## config.mk

```make
export PLATFORM = sky130hd
export DESIGN_NAME = mag_controle_pwm
export DESIGN_NICKNAME = d
export VERILOG_FILES = /design/src/rtl/mag_controle_pwm.sv
export SDC_FILE = /design/constraint.sdc
export NUM_CORES = 1
export LEC_CHECK = 0
export ABC_AREA = 1
export BUFFER_PORTS_ARGS = -buffer_cell sky130_fd_sc_hd__buf_2
export CAP_MARGIN = 20
export CORE_MARGIN = 2
export CORE_UTILIZATION = 40
export DETAILED_ROUTE_END_ITERATION = 10
export GPL_ROUTABILITY_DRIVEN = 1
export MAX_ROUTING_LAYER = met4
export SLEW_MARGIN = 15
export SYNTH_ARGS = -nofsm -noshare
export SYNTH_HDL_FRONTEND = slang
export SYNTH_SLANG_ARGS = --single-unit
```

## constraint.sdc

```tcl
create_clock -name clk -period 1.5 [get_ports clk]
set_clock_uncertainty 0.2 [all_clocks]
set_input_delay 0.075 -clock clk [delete_from_list [all_inputs] [get_ports clk]]
set_output_delay 0.075 -clock clk [all_outputs]
set_load 0.01 [all_outputs]
```

## src/rtl/mag_controle_pwm.sv

```systemverilog
// Magnetron controller: start/pause/resume/clear state machine with power levels
// produced by duty-cycling the magnetron over a period of LEVELS slots.
module mag_controle_pwm #(
    parameter int LEVELS      = 10,
    parameter int SLOT_CYCLES = 4,
    parameter int LW          = $clog2(LEVELS + 1)
) (
    input  logic          clk,
    input  logic          rst,
    input  logic          startn,
    input  logic          stopn,
    input  logic          clearn,
    input  logic          door_closed,
    input  logic          timer_done,
    input  logic [LW-1:0] power_level,
    output logic          mag_on,
    output logic          cooking,
    output logic          paused,
    output logic          done_pulse,
    output logic [LW-1:0] level_q
);

    localparam int CW = (SLOT_CYCLES > 1) ? $clog2(SLOT_CYCLES) : 1;
    localparam int IW = $clog2(LEVELS);
    localparam logic [CW-1:0] CNT_LAST = CW'(SLOT_CYCLES - 1);
    localparam logic [IW-1:0] IDX_LAST = IW'(LEVELS - 1);
    localparam logic [LW-1:0] LVL_MAX  = LW'(LEVELS);

    typedef enum logic [1:0] {
        ST_IDLE    = 2'd0,
        ST_COOKING = 2'd1,
        ST_PAUSED  = 2'd2,
        ST_DONE    = 2'd3
    } state_t;

    state_t        state_r, state_s;
    logic [CW-1:0] slot_cnt_r, slot_cnt_s;
    logic [IW-1:0] slot_idx_r, slot_idx_s;
    logic [LW-1:0] level_r, level_s;
    logic          startn_prev_r;
    logic          start_ev_s;
    logic [LW-1:0] level_clamped_s;

    assign start_ev_s      = ~startn & startn_prev_r;
    assign level_clamped_s = (power_level > LVL_MAX) ? LVL_MAX : power_level;

    // State, PWM counters, applied level and start-edge history
    always_ff @(posedge clk) begin
        if (rst) begin
            state_r       <= ST_IDLE;
            slot_cnt_r    <= '0;
            slot_idx_r    <= '0;
            level_r       <= '0;
            startn_prev_r <= 1'b1;
        end else begin
            state_r       <= state_s;
            slot_cnt_r    <= slot_cnt_s;
            slot_idx_r    <= slot_idx_s;
            level_r       <= level_s;
            startn_prev_r <= startn;
        end
    end

    // Next-state logic; clear > stop > door open > timer > start
    always_comb begin
        state_s    = state_r;
        slot_cnt_s = slot_cnt_r;
        slot_idx_s = slot_idx_r;
        level_s    = level_r;
        case (state_r)
            ST_IDLE: begin
                if (clearn && stopn && door_closed && start_ev_s &&
                    (level_clamped_s != {LW{1'b0}})) begin
                    state_s    = ST_COOKING;
                    level_s    = level_clamped_s;
                    slot_cnt_s = '0;
                    slot_idx_s = '0;
                end else begin
                    state_s = ST_IDLE;
                end
            end
            ST_COOKING: begin
                if (!clearn) begin
                    state_s = ST_IDLE;
                end else if (!stopn || !door_closed) begin
                    state_s = ST_PAUSED;
                end else if (timer_done) begin
                    state_s = ST_DONE;
                end else if (slot_cnt_r == CNT_LAST) begin
                    slot_cnt_s = '0;
                    if (slot_idx_r == IDX_LAST) begin
                        // Period boundary: the only point a new level is taken
                        slot_idx_s = '0;
                        level_s    = level_clamped_s;
                    end else begin
                        slot_idx_s = slot_idx_r + 1'b1;
                    end
                end else begin
                    slot_cnt_s = slot_cnt_r + 1'b1;
                end
            end
            ST_PAUSED: begin
                if (!clearn) begin
                    state_s = ST_IDLE;
                end else if (start_ev_s && door_closed && stopn) begin
                    state_s = ST_COOKING;
                end else begin
                    state_s = ST_PAUSED;
                end
            end
            ST_DONE: begin
                state_s = ST_IDLE;
            end
            default: begin
                state_s = ST_IDLE;
            end
        endcase
        if (state_s == ST_IDLE) begin
            slot_cnt_s = '0;
            slot_idx_s = '0;
            level_s    = '0;
        end else begin
            level_s = level_s;
        end
    end

    // Door interlock stays combinational so opening the door cuts power at once
    assign mag_on     = (state_r == ST_COOKING) && (LW'(slot_idx_r) < level_r) && door_closed;
    assign cooking    = (state_r == ST_COOKING);
    assign paused     = (state_r == ST_PAUSED);
    assign done_pulse = (state_r == ST_DONE);
    assign level_q    = level_r;

endmodule

```

# Yosys cells after proc, flatten, opt, wreduce, memory -nomap -nowiden
# Cells that the tools add are included.
# totals
reg_bits,13
elab_cells,69
# op_classes
add_sub_neg,2
order_cmp,2
eq_ne,11
mux,28
bitwise_logic,2
reduce_logical,19
# op_table
op,count
two-way mux 4 bit,13
two-way mux 2 bit,10
case mux 4 bit (2 select lines),2
logical AND 1 bit,8
!= test 2 bit (second input constant),4
case mux 2 bit (4 select lines),1
AND reduction 7 bit,1
equality test 2 bit (second input constant),3
AND reduction 6 bit,1
AND reduction 5 bit,1
adder 4 x 1 -> 4 bit (second input constant),1
equality test 4 bit (second input constant),1
greater-than comparator 4 bit (second input constant),1
zero test 2 bit,2
less-than comparator 4 bit,1
!= test 2 x 1 -> 1 bit (second input constant),2
case mux 2 bit (2 select lines),1
nonzero test 4 bit,1
adder 2 x 1 -> 2 bit (second input constant),1
equality test 2 x 1 -> 1 bit (second input constant),1
zero test 1 bit,2
nonzero test 2 bit,1
OR reduction 2 bit,1
AND 1 bit,1
3 further kinds,3

# Depth between registers and ports, before layout
# Gate-level depths: netlist of the first run.
# logic_depth
ltp_word,9
depth_mapped,9
depth_no_buf,9

# Least setup slack after synthesis of the first run
# OpenSTA, ideal clock, no wires.
# synth_timing
kind,reg2out
start,reg level_r[1] (netlist: level_q[1])
end,out mag_on
arrival_time_ns,1.316
required_ns,1.225
slack_ns,-0.091
path_stages_with_launch,7
path_buffers,0
path_cell_list,dfxtp_1 > inv_1 > ha_1 > o21a_1 > o211ai_1 > nand2_1 > nor3b_1
# synth_between
elab_chain_len,3
# synth_lines
element,line_no,source
start: declaration,39,"logic [LW-1:0] level_r, level_s;"
start signal: assignment,59,level_r <= level_s;
less-than comparator 4 bit,128,assign mag_on = (state_r == ST_COOKING) && (LW'(slot_idx_r) < level_r) && door_closed;
logical AND 1 bit (2 in a row),128,
end: declaration,16,"output logic mag_on,"
# No other way between the ends.

# Worst setup path in the final report of the first run
# layout_timing
start,reg slot_idx_r[1]
end,out mag_on
# layout_between
elab_chain_len,3
# layout_lines
element,line_no,source
start: declaration,38,"logic [IW-1:0] slot_idx_r, slot_idx_s;"
start signal: assignment,58,slot_idx_r <= slot_idx_s;
less-than comparator 4 bit,128,
logical AND 1 bit (2 in a row),128,
# No other way between the ends.

==> impl_metrics.toml, run 1 <==
[sta]
hold-worst-slack_ns = 0.0162
max_freq_mhz = 559
rsz0062_at_grt = "yes"
fin_ws_ns = -0.290
worstMarginPinSlew_ns = 0.297
layout_min_cycle_time_ns = 1.79
hold_viol = 0
slew_violations = 0
fin_crit_sh_pct = 119
slew-limit-headroom_pct = 80.1
setup_viol = 11

[clock_network]
clock-root-buffer = "clkbuf_4"
h-tree-depth = 1
clock_latency_ns = 0.29
cts_buffers = 3
clockBufferDepth = 2
tritoncts = "yes"
clock_sinks = 13
clk_pin_slew_ns = 0.09

[logic_synthesis]
yosys_register_bits = 13
ys.flop_type = "dfxtp_1"
synthCells = 132
yosysSeqAreaShare_pct = 28.7
yosys-top-cells-area = "dfxtp_1 29%, nand2_1 13%, ha_1 8.3%"
syn_nets = 149
ys_warn_count = 0
synth_top_area_share_pct = 28.7
synth_area_leader_cell = "dfxtp_1"
synth_cell_type_count = 28
synth-edff-count = 0
avgSynthCellArea_um2 = 6.86
synthArstFlopShare_pct = 0
syn_area_um2 = 906
yosysMostFrequentCell = "nand2_1"
yosys-top-cells-count = "31 x nand2_1, 16 x nor2_1, 15 x inv_1"

[power_and_ir_drop]
peakVddDrop_mv = 0.343
comb_power_share_pct = 15.6
netSwitchingFraction_pct = 27.8
internal_power_w = 0.000497
leakagePower_nw = 0.659
seq_power_share_pct = 50.2
clockPowerShare_pct = 34.1
powerDensity_mw_per_mm2 = 455
power_switching_w = 0.000192

[global_routing]
grt_overflow = 0
grt_first_pass_wirelength_um = 3960
antenna_found_initial = 0
grt_usage_pct = 20.6
grt_pass1_vias = 972
grt_max_degree = 10

[drt]
drt-initial-drc-count = 9
drc_errors = 0
dr.pass1.iters = 2
ant_nets = 0
routed_via_density = 4.86
vias = 1026
drt_wl_total_um = 2430
wire_per_inst_um = 11.5

[placement]
dpl.hpwl_um = 1690
place_inst = 193
io_buffer_count = 18
gp_congestion = 0.817
pre_cts_ws_ns = -0.0517

[job]
maxCapViolCount = 0

[floorplanning]
placementRows = 17
design.portCount = 19
initial_core_util_pct = 41.8
die_area_mm2 = 0.00266
fp.dieH_um = 51.6
die_w_um = 51.6
core-area_mm2 = 0.00217

[worst_setup_path]
rr_endpoint = "slot_idx_r[0]"
crit_fanout = 3
r2r_start = "state_r[0]"
start_kind = "flop"
critical_path_arrival_ns = 1.51
r2r_cells = 10
worst_setup_path_end_kind = "primary output"
crit_type = "flop to primary output"
cp.required_ns = 1.22
r2r_slack_ns = -0.05

[cells_and_area]
area.growth.synth_to_final_pct = 67.0
insertedDiodeCount = 0
finalNetCount = 201
drive_gt1_share_pct = 53.6
finalNonFillerCells = 211

[min_path]
hp-start = "clearn"
min_path_type = "primary input to flop"
hold_end = "state_r[1]"
hold_path_depth = 5

[status]
outcome = "finished with violations"
violations = "negative setup slack"
[layer usage]
| layer | routed length, µm | vias to the layer above | track usage, % |
|---|---|---|---|
| li1 | - | 536 | - |
| met1 | 1040 | 469 | 22.4 |
| met2 | 1280 | 16 | 36.3 |
| met3 | 68 | 5 | 3.45 |
| met4 | 40 | 0 | 10.1 |
| met5 | 0 | - | - |
[stage by stage]
step	total power, W	utilization [%]	cell area, µm²	TNS (ns)
final	0.000689	69.7	1510	-0.538
after global routing	0.000720	69.7	1510	-1.38
after CTS	0.000674	60.4	1310	-0.373
after detailed placement	0.000429	53.2	1150	-0.374
after global placement	0.000428	53.2	1150	-0.139
after floorplan	0.000398	-	916	-0.00889
[area by class of cell]
cell class,count,area (µm²)
multi-input combinational,99,749
fill,183,657
timing repair buffer,47,342
sequential,13,273
inverter,20,87.6
tap,28,35.0
clock buffer,4,26.3
[flip-flops by register name, summed over array words and instances, names as in the netlist]
name	count
startn_prev_r	1
level_q	4
slot_cnt_r	2
slot_idx_r	4
state_r	2
[worst max path at each step]
stage / cells after the start / end / startpoint
floorplan: 6 / mag_on / level_q[1]
global placement: 7 / mag_on / level_q[1]
detailed placement: 7 / mag_on / level_q[1]
CTS: 7 / mag_on / level_q[1]
global route: 7 / mag_on / level_q[1]
finish: 6 / mag_on / slot_idx_r[1]
[layout by cell type, fill, tap and decap left out, types with 2 or more instances in the layout]
master         Yosys  final
buf_2              0     18
nand3_2            1      4
nand3_4            0      3
buf_6              0      5
ha_1               6      4
inv_2              2      4
nand3_1           12      6
dfxtp_1           13      7
a21oi_2            4      6
dfxtp_4            0      2
inv_1             15     12
dlygate4sd3_1      0      6
nand2_1           31     24
clkbuf_4           0      3
nor2_2             2      3
nand2_2            1      8
o21ai_2            0      3
inv_4              2      2
buf_4              0     18
o21ai_1            4      2
a21oi_1            5      2
nor2_1            16     12
nor2_4             1      4
ha_4               0      2
nand4_1            4      4
dfxtp_2            0      4
[power groups by stage]
stage | clock network [W] | registers [W] | logic, W
2_1_floorplan | 0 | 0.000357 | 0.0000408
3_3_place_gp | 0 | 0.000357 | 0.0000705
3_5_place_dp | 0 | 0.000357 | 0.0000717
4_1_cts | 0.000238 | 0.000349 | 0.0000864
5_1_grt | 0.000255 | 0.000346 | 0.000118
6_report | 0.000235 | 0.000346 | 0.000108
[cells by family (layout without fill, tap and decap cells)]
kind of cell	after synthesis	count (layout)	synth area share (%)
buffers and inverters	20	71	8.84
and+or+nand+nor	74	74	40.9
DFF	13	13	28.7
AOI/OAI and AO/OA	19	19	13.3
adders and majority gates	6	6	8.29
[critical path: stages, from the launching register on]
cell,delay [ns]
dfxtp_2,0.39
ha_4,0.21
o21a_1,0.10
o211ai_1,0.16
nand2_1,0.09
nor3b_2,0.15
buf_2,0.14
[what timing repair did]
item | in CTS | in global routing
hold endpoints to repair | 6 | 0
hold buffers | 6 | 0
gates resized for setup | 12 | 44
buffers inserted | 2 | 6
cloned | 0 | 0
pin swaps | 6 | 18
endpoints found under the setup margin | 11 | 11
(Power assumes the default switching activity.)
==> run 2: changes to the inputs <==
CORE_ASPECT_RATIO = 0.75   (was unset)
==> impl_metrics.toml, run 2 (synthesis results as in run 1) <==
[worst_setup_path]
r2r_slack_ns = -0.22
worst_setup_path_end_kind = "primary output"
critical_path_arrival_ns = 1.57
rr_endpoint = "level_q[0]"
cp.required_ns = 1.22
crit_type = "flop to primary output"
r2r_cells = 8
start_kind = "flop"
crit_fanout = 5
r2r_start = "slot_idx_r[1]"

[cells_and_area]
regArea_um2 = 277
fill_cells = 166
area.growth.synth_to_final_pct = 59.0
finalNetCount = 199
final_cell_mix = "26 x nand2_1, 17 x buf_2, 16 x buf_4"
final_util_pct = 69.7
multi_input_area_um2 = 694
final_common_cell = "nand2_1"
drive_gt1_share_pct = 47.0
insertedDiodeCount = 0

[clock_network]
clock_latency_ns = 0.30
clk_pin_slew_ns = 0.09
h-tree-depth = 1
cts_buffers = 3
clockBufferDepth = 2
clock_sinks = 13
clock-root-buffer = "clkbuf_4"
tritoncts = "yes"

[drt]
drt_wl_total_um = 2490
ant_nets = 0
drc_errors = 1
drt-initial-drc-count = 32
routed_via_density = 5.08
vias = 1042
dr.pass1.iters = 9
wire_per_inst_um = 12.2

[power_and_ir_drop]
peakVddDrop_mv = 0.542
leakagePower_nw = 0.637
powerDensity_mw_per_mm2 = 475

[floorplanning]
initial_core_util_pct = 43.8
design.portCount = 19
fp.dieH_um = 45.2
die_w_um = 59.0
die_area_mm2 = 0.00267
placementRows = 14
core-area_mm2 = 0.00207

[sta]
setup_viol = 9
fin_crit_sh_pct = 123
layout_min_cycle_time_ns = 1.84
worstMarginPinSlew_ns = 0.443
hold-worst-slack_ns = 0.0110
slew_violations = 0
hold_viol = 0
max_freq_mhz = 543
fin_ws_ns = -0.341
rsz0062_at_grt = "yes"
slew-limit-headroom_pct = 70.1

[min_path]
min_path_type = "primary input to flop"
hp-start = "power_level[0]"
hold_end = "level_q[0]"
hold_path_depth = 4

[global_routing]
antenna_found_initial = 0
grt_first_pass_wirelength_um = 3860
grt_pass1_vias = 896
grt_overflow = 0
grt_max_degree = 9
grt_usage_pct = 20.5

[placement]
gp_congestion = 0.945
dpl.hpwl_um = 1710
io_buffer_count = 18

[status]
violations = "design-rule violations, negative setup slack"
outcome = "finished with violations"

[job]
maxCapViolCount = 0
-- run 2: changes by cell type in the layout (fill, tap and decap cells not counted), moves of 2 or more --
cell,delta
a21oi_1,+2
o21ai_2,-2
nand2_1,+2
inv_1,+2
o21ai_0,+2
nand3_4,-2
a21oi_2,-2
nor2_1,+2
nand2_2,-2
buf_4,-2
nand3_1,+3
-- run 2: layer usage --
layer,GRT usage (%),vias up,part of all wire [%]
met5,-,-,0
met1,25.1,467,45
met2,32.2,36,46
met3,5.73,10,6.6
met4,7.73,0,2.2
li1,-,529,-
-- run 2: where the power goes --
part,internal [W],total [W],switching (W)
Sequential,0.000342,0.000344,0.00000195
Combinational,0.0000481,0.000102,0.0000544
Clock,0.000104,0.000238,0.000134
-- run 2: how the worst max path moves through the flow --
stage               cells past startpoint     startpoint             to
floorplan                               6     level_q[1]         mag_on
global placement                        6     state_r[0]  slot_idx_r[0]
detailed placement                      7     level_q[1]         mag_on
CTS                                     7     level_q[1]         mag_on
global route                            5  slot_idx_r[3]         mag_on
finish                                  5  slot_idx_r[3]         mag_on
-- run 2: per-stage QoR --
stage / area (µm²) / total power [W] / instances / worst slack, ns / TNS, ns
finish: 1440 / 0.000685 / 205 / -0.341 / -1.38
detailed placement: 1140 / 0.000430 / 188 / -0.104 / -0.529
CTS: 1340 / 0.000681 / 201 / -0.370 / -1.13
global route: 1440 / 0.000724 / 205 / -0.465 / -2.15
global placement: 1140 / 0.000429 / 188 / -0.0954 / -0.587
floorplan: 916 / 0.000398 / 132 / -0.00889 / -0.00889
-- run 2: repair_timing --
item / 4_1_cts / 5_1_grt
hold endpoints to repair: 6 / 0
pin swaps: 8 / 7
hold buffers: 6 / 0
setup buffers: 3 / 4
endpoints found under the setup margin: 12 / 11
gates resized for setup: 22 / 18
gates cloned: 0 / 0
-- run 2: final cells by class --
| class | count | share of cell area [%] |
|---|---|---|
| Clock buffer | 4 | 1.82 |
| Inverter | 20 | 5.56 |
| Multi-Input combinational cell | 99 | 48.2 |
| Sequential cell | 13 | 19.2 |
| Tap cell | 24 | 2.09 |
| Timing Repair Buffer | 45 | 23.1 |
-- run 2: critical path, cell delays in order, from the launching register on --
cell	delay (ns)
dfxtp_1	0.43
ha_1	0.28
a21oi_1	0.14
nand2_1	0.09
nor3b_2	0.18
buf_2	0.15
